File: src/rtl/fifo_stream_reader.sv
// fifo_stream_reader
// Pops words from an upstream FIFO into a two-entry in-order buffer and
// presents them as a valid/ready stream grouped into fixed-length bursts.
// m_last flags the final beat of each burst, and burst_done pulses for one
// cycle after that beat is accepted.

module fifo_stream_reader #(
    parameter int DW        = 8,
    parameter int BURST_LEN = 4
) (
    input  logic          clk,
    input  logic          rstn,
    input  logic          enable,
    input  logic          fifo_empty,
    input  logic [DW-1:0] fifo_data,
    input  logic          wr_active,
    output logic          fifo_pop,
    output logic          m_valid,
    output logic [DW-1:0] m_data,
    output logic          m_last,
    input  logic          m_ready,
    output logic          burst_done
);

    localparam logic [7:0] LAST_BEAT = 8'(BURST_LEN - 1);

    logic [DW-1:0] head_q;
    logic [DW-1:0] tail_q;
    logic [1:0]    occ;
    logic [7:0]    beat_cnt;
    logic          handshake;

    // Pop only when there is room and the upstream FIFO is safe to read.
    assign fifo_pop  = rstn && enable && !fifo_empty && !wr_active && (occ != 2'd2);
    assign m_valid   = (occ != 2'd0);
    assign m_data    = head_q;
    assign handshake = m_valid && m_ready;
    assign m_last    = m_valid && (beat_cnt == LAST_BEAT);

    // Two-entry buffer: the head feeds the output, and new words go to the first free slot.
    always_ff @(posedge clk) begin
        if (!rstn) begin
            occ    <= 2'd0;
            head_q <= '0;
            tail_q <= '0;
        end else begin
            case ({fifo_pop, handshake})
                2'b10: begin
                    if (occ == 2'd0) head_q <= fifo_data;
                    else             tail_q <= fifo_data;
                    occ <= occ + 2'd1;
                end
                2'b01: begin
                    head_q <= tail_q;
                    occ    <= occ - 2'd1;
                end
                2'b11: begin
                    if (occ == 2'd1) begin
                        head_q <= fifo_data;
                    end else begin
                        head_q <= tail_q;
                        tail_q <= fifo_data;
                    end
                end
                default: ;
            endcase
        end
    end

    // Beat position within the current burst; it survives enable going low.
    always_ff @(posedge clk) begin
        if (!rstn) begin
            beat_cnt <= 8'd0;
        end else if (handshake) begin
            if (beat_cnt == LAST_BEAT) beat_cnt <= 8'd0;
            else                       beat_cnt <= beat_cnt + 8'd1;
        end
    end

    // One-cycle pulse after the last beat of a burst is accepted.
    always_ff @(posedge clk) begin
        if (!rstn) burst_done <= 1'b0;
        else       burst_done <= handshake && m_last;
    end

    // Safety properties of the upstream and downstream interfaces.
    a_no_pop_empty: assert property (@(posedge clk) !(fifo_pop && fifo_empty));
    a_no_pop_write: assert property (@(posedge clk) !(fifo_pop && wr_active));
    a_occ_range:    assert property (@(posedge clk) occ != 2'd3);
    a_stall_stable: assert property (@(posedge clk)
                                     (rstn && m_valid && !m_ready) |=> $stable(m_data));

endmodule

File: config.mk
export PLATFORM = sky130hd
export DESIGN_NAME = fifo_stream_reader
export DESIGN_NICKNAME = d
export VERILOG_FILES = /design/src/rtl/fifo_stream_reader.sv
export SDC_FILE = /design/constraint.sdc
export NUM_CORES = 1
export LEC_CHECK = 0
export CAP_MARGIN = 20
export CORE_MARGIN = 2
export CORE_UTILIZATION = 45
export DETAILED_ROUTE_END_ITERATION = 10
export PLACE_DENSITY = 0.7
export SLEW_MARGIN = 20
export SYNTH_ARGS = -nofsm -noshare
export SYNTH_HDL_FRONTEND = slang
export SYNTH_SLANG_ARGS = --single-unit
File: constraint.sdc
create_clock -name clk -period 2.95 [get_ports clk]
set_input_delay 0.4425 -clock clk [delete_from_list [all_inputs] [get_ports clk]]
set_output_delay 0.4425 -clock clk [all_outputs]
set_load 0.02 [all_outputs]
Yosys cells after proc, flatten, opt, wreduce, memory -nomap -nowiden --
Index checks and enable logic that the tools add are counted.
Word-level totals: flip-flop bits (word level) 27, bits of input ports 14, output and inout bits 12, word-level logic and storage cells 41
Cells by class: add/sub/neg operators 3, equality and inequality tests 9, multiplexer cells 8, reductions and logical operators 16
Operators by type and width (count):
- $mux 8 | 5
- $pmux 8 s3 | 1
- $pmux 8 s2 | 1
- $add 8x1->8 const B | 1
- $eq 8x2->1 const B | 1
- $ne 2x2->1 const B | 4
- $logic_and 1x1->1 | 7
- $reduce_bool 2->1 | 3
- $eq 2x1->1 const B | 2
- $eq 2x2->1 const B | 2
- $pmux 2 s2 | 1
- $reduce_and 3->1 | 1
- $reduce_bool 3->1 | 1
- $add 2x1->2 const B | 1
- $logic_not 1->1 | 2
- $logic_not 2->1 | 1
- $reduce_and 2->1 | 1
- $sub 2x1->2 const B | 1

Longest topological paths before layout --
depth after elaboration 7, mapped depth 10, gate-level depth less buffers 8

Worst setup path after synthesis --
Ideal clock, no wire load.
path type reg2reg, start point register occ[0], end point register head_q[0], in the netlist m_data[0], setup time 0.091 ns, arrival 2.272 ns, data required time 2.859 ns, setup slack 0.587 ns, stages on the path, launching flop included 10, path buffers 1, period minus slack after synthesis 2.363 ns, cell sequence dfxtp_1 > inv_1 > ha_1 > or4_1 > inv_1 > ha_1 > nor2b_1 > buf_1 > o211ai_1 > a311oi_1
Between the ends: longest elaborated chain between the ends 5, elaborated cells between the ends (all ways) 14, classes of those cells 6 x eq/ne; 2 x mux; 6 x reduce/logical
Ends and longest elaborated chain:
- start, declared | RTL line 29 | logic [1:0] occ;
- start signal, assigned | RTL line 51 | occ <= occ + 2'd1;
- start signal, assigned | RTL line 55 | occ <= occ - 2'd1;
- $ne 2x2->1 * | RTL line 34 | assign fifo_pop = rstn && enable && !fifo_empty && !wr_active && (occ != 2'd2);
- $logic_and 1x1->1 * | RTL line 34
- net fifo_pop | RTL line 17 | output logic fifo_pop,
- $eq 2x2->1 or $eq 2x1->1 (tied branches) | RTL line 47 | case ({fifo_pop, handshake})
- $ne 2x2->1 (no line) or $reduce_bool 3->1 (tied branches)
- $reduce_and 2->1 (no line)
- end signal, assigned | RTL line 49 | if (occ == 2'd0) head_q <= fifo_data;
- end signal, assigned | RTL line 54 | head_q <= tail_q;
- end signal, assigned | RTL line 59 | head_q <= fifo_data;
- end, declared | RTL line 27 | logic [DW-1:0] head_q;
Mark *: on every way through the listed nets, which the timed path passes. The rest lies on a longest branch. A chain may end at the register's enable or synchronous reset.

Worst setup path after layout --
start point register occ[0], end point output fifo_pop
Between the ends: longest elaborated chain between the ends 2
Ends and longest elaborated chain (RTL line):
- $ne 2x2->1 | 34
- $logic_and 1x1->1 | 34
- end, declared | 17
No other way between the ends.

==> impl_metrics.yaml <==
grt:
  grt_max_degree: 22
  antenna_found_initial: 0
  first_global_vias: 1294
  grt-ovfl-total: 0
  grt_usage_pct: 20.0
  grt_pass1_wl_mm: 5.47
logic_synthesis:
  async_flop_share_pct: 0
  synth_nets: 181
  synth.avg_cell_area_um2: 8.84
  ys_types: 37
  synthFlopType: "dfxtp_1"
  synth_edf_count: 0
  syn_inst: 160
  ys_ff_latch: 27
  synth_top_area_cell: "dfxtp_1"
  ys_seq_area_share_pct: 38.2
  syn_area_mm2: 0.00141
  yosysMostFrequentCell: "dfxtp_1"
  yosysWarnings: 0
  yosys-top-cells-count: "dfxtp_1 (27), o21ai_0 (19), a21oi_1 (14), nand3_1 (10), o211ai_1 (10)"
  netlist.area_leader.share_pct: 38.2
  synthTopCellsByArea: "dfxtp_1 (38%), o21ai_0 (6.7%), ha_1 (6.2%)"
setup_path:
  endpoint_kind: "output port"
  startpoint_type: "register"
  crit_arrival_ps: 2310
  worstPathRequired_ps: 2510
  crit_top_cell: "inv_1"
  slowest_delay_ps: 610
  critPathSlowestCell: "clkdlybuf4s50_1"
  worstPathBufferInverterCount: 3
  path_cells: "inv_1 -> ha_1 -> or4_1 -> inv_1 -> clkdlybuf4s50_1"
  cp_max_fo: 3
  crit_type: "reg -> out"
  cpLargestDelayFamily: "buffers and inverters"
clock_tree:
  hold_buffers: 0
  cts_setup_buffers: 0
  cts_sinks: 27
  cts-htree-levels: 1
  clk_path_buf_depth: 2
  clkLatencyLatePin_ps: 330
  cts_tree: "built"
  path_clk_slew_ps: 150
  cts_resized: 0
  root_buffer: "clkbuf_4"
  cts_buffers: 3
floorplan:
  start_util_pct: 46.7
  num_io_pins: 26
  die_y_um: 60.1
  dieArea_mm2: 0.00361
  die_w_um: 60.1
  coreArea_mm2: 0.00303
  rows: 20
detailed_routing:
  first_pass_iters: 4
  drc: 0
  post_drt_wl_per_cell_um: 14.3
  num_vias: 1305
  drt_iter0_markers: 81
  routed_wl_mm: 3.22
  ant_nets: 0
  vias_per_cell: 5.80
sta:
  timing_worst_slew_pin_value_ps: 652
  hold_violations: 0
  clock_skew_ps: 3.05
  setup_tns_ps: 0
  rsz0062_at_grt: "false"
  min_period_over_period_pct: 93.4
  fin_crit_ps: 2760
  relSlewSlack_pct: 56.6
  maxSlewViolCount: 0
  setup_slack_ps: 195
  max_freq_mhz: 363
  finalSetupViolations: 0
  whs_ps: 490
power:
  leakagePower_nw: 0.589
  p_sw_uw: 440
  comb_power_share_pct: 45.4
  internal_power_uw: 700
  peakVddDrop_v: 0.000350
  p_per_area_mw_per_mm2: 664
  p_seq_share_pct: 40.2
  netSwitchingFraction_pct: 38.6
  p_clk_share_pct: 14.4
layout:
  syn2layout_area_growth_pct: 21.5
  seqCellArea_um2: 541
  nets: 203
  multiInputGateArea_um2: 793
  drive_above_1_share_pct: 6.63
  num_antenna_cells: 0
  fillers: 286
  fin_area_mm2: 0.00172
placed_design:
  hpwlAfterDp_mm: 2.48
  pre_cts_slack_ps: 272
  io_buffer_count: 25
  gp_congestion: 0.804
  placed_cell_area_mm2: 0.00169
run:
  drv_cap: 0
status:
  status: "finished, final reports clean"
worst_hold_path:
  hold_path.class: "reg -> reg"
==> metrics by stage <==
stage	util, %	power (mW)	std cells
CTS	56.7	1.15	225
detailed placement	55.9	0.984	221
global placement	55.9	0.968	221
floorplan	-	0.810	160
global route	56.7	1.21	225
finish	56.7	1.14	225
==> placed cells by master, fill, tap and decap left out, types with 2 or more instances in the layout <==
cell type	count
dfxtp_1	27
clkdlybuf4s50_1	25
o21ai_0	19
a21oi_1	14
nand3_1	10
o211ai_1	10
a211oi_1	9
a311oi_1	8
inv_1	7
ha_1	7
nand2_1	4
or3_1	4
nor2_1	4
xor2_1	3
clkbuf_4	3
buf_4	3
or4_1	2
and2_1	2
nor4_1	2
==> power groups by stage <==
stage	clock, mW	combinational [mW]	sequential [mW]
after global routing	0.182	0.567	0.466
final	0.164	0.517	0.459
after detailed placement	0	0.516	0.468
after CTS	0.170	0.519	0.459
after global placement	0	0.502	0.466
after floorplan	0	0.303	0.507
==> layer usage <==
| layer | track usage [%] | part of all wire (%) |
|---|---|---|
| met1 | 21.7 | 41 |
| met2 | 38.4 | 54 |
| met3 | 4.55 | 3.6 |
| met4 | 5.40 | 0.62 |
| met5 | 0 | 0 |
==> worst reg2reg max path, stage by stage, from the launching register on <==
cell and delay (ps):
dfxtp_1 390, inv_1 80, ha_1 240, or4_1 520
inv_1 140, ha_1 250, nor2b_1 150, buf_4 160
o211ai_1 90, a311oi_1 290
==> registers in the layout (all words and copies together), names as in the netlist <==
signal,flops
burst_done,1
m_data,8
occ,2
tail_q,8
beat_cnt,8
==> worst paths after layout <==
check / slack (ps) / startpoint / cells past startpoint / end
hold / removal: 490 / beat_cnt[1] / 2 / beat_cnt[1]
hold reg to reg: 490 / beat_cnt[1] / 2 / beat_cnt[1]
setup / recovery: 190 / occ[0] / 5 / fifo_pop
setup reg to reg: 560 / occ[0] / 9 / m_data[0]
==> cells by family after synthesis <==
group / Yosys count / share of synthesized area [%]
simple gates: 37 / 16.2
buf+inv: 19 / 5.66
fa+ha+maj: 7 / 6.19
flops: 27 / 38.2
xor+xnor: 3 / 1.86
compound gates: 67 / 31.9
==> area by class of cell <==
cell class | instances | share of cell area (%)
clock buffers | 4 | 1.53
inverters | 8 | 1.75
multi-input cells | 114 | 46.2
flip-flops and latches | 27 | 31.5
well taps | 44 | 3.20
repair buffers | 28 | 15.9
Power figures use the tool's default switching activity.
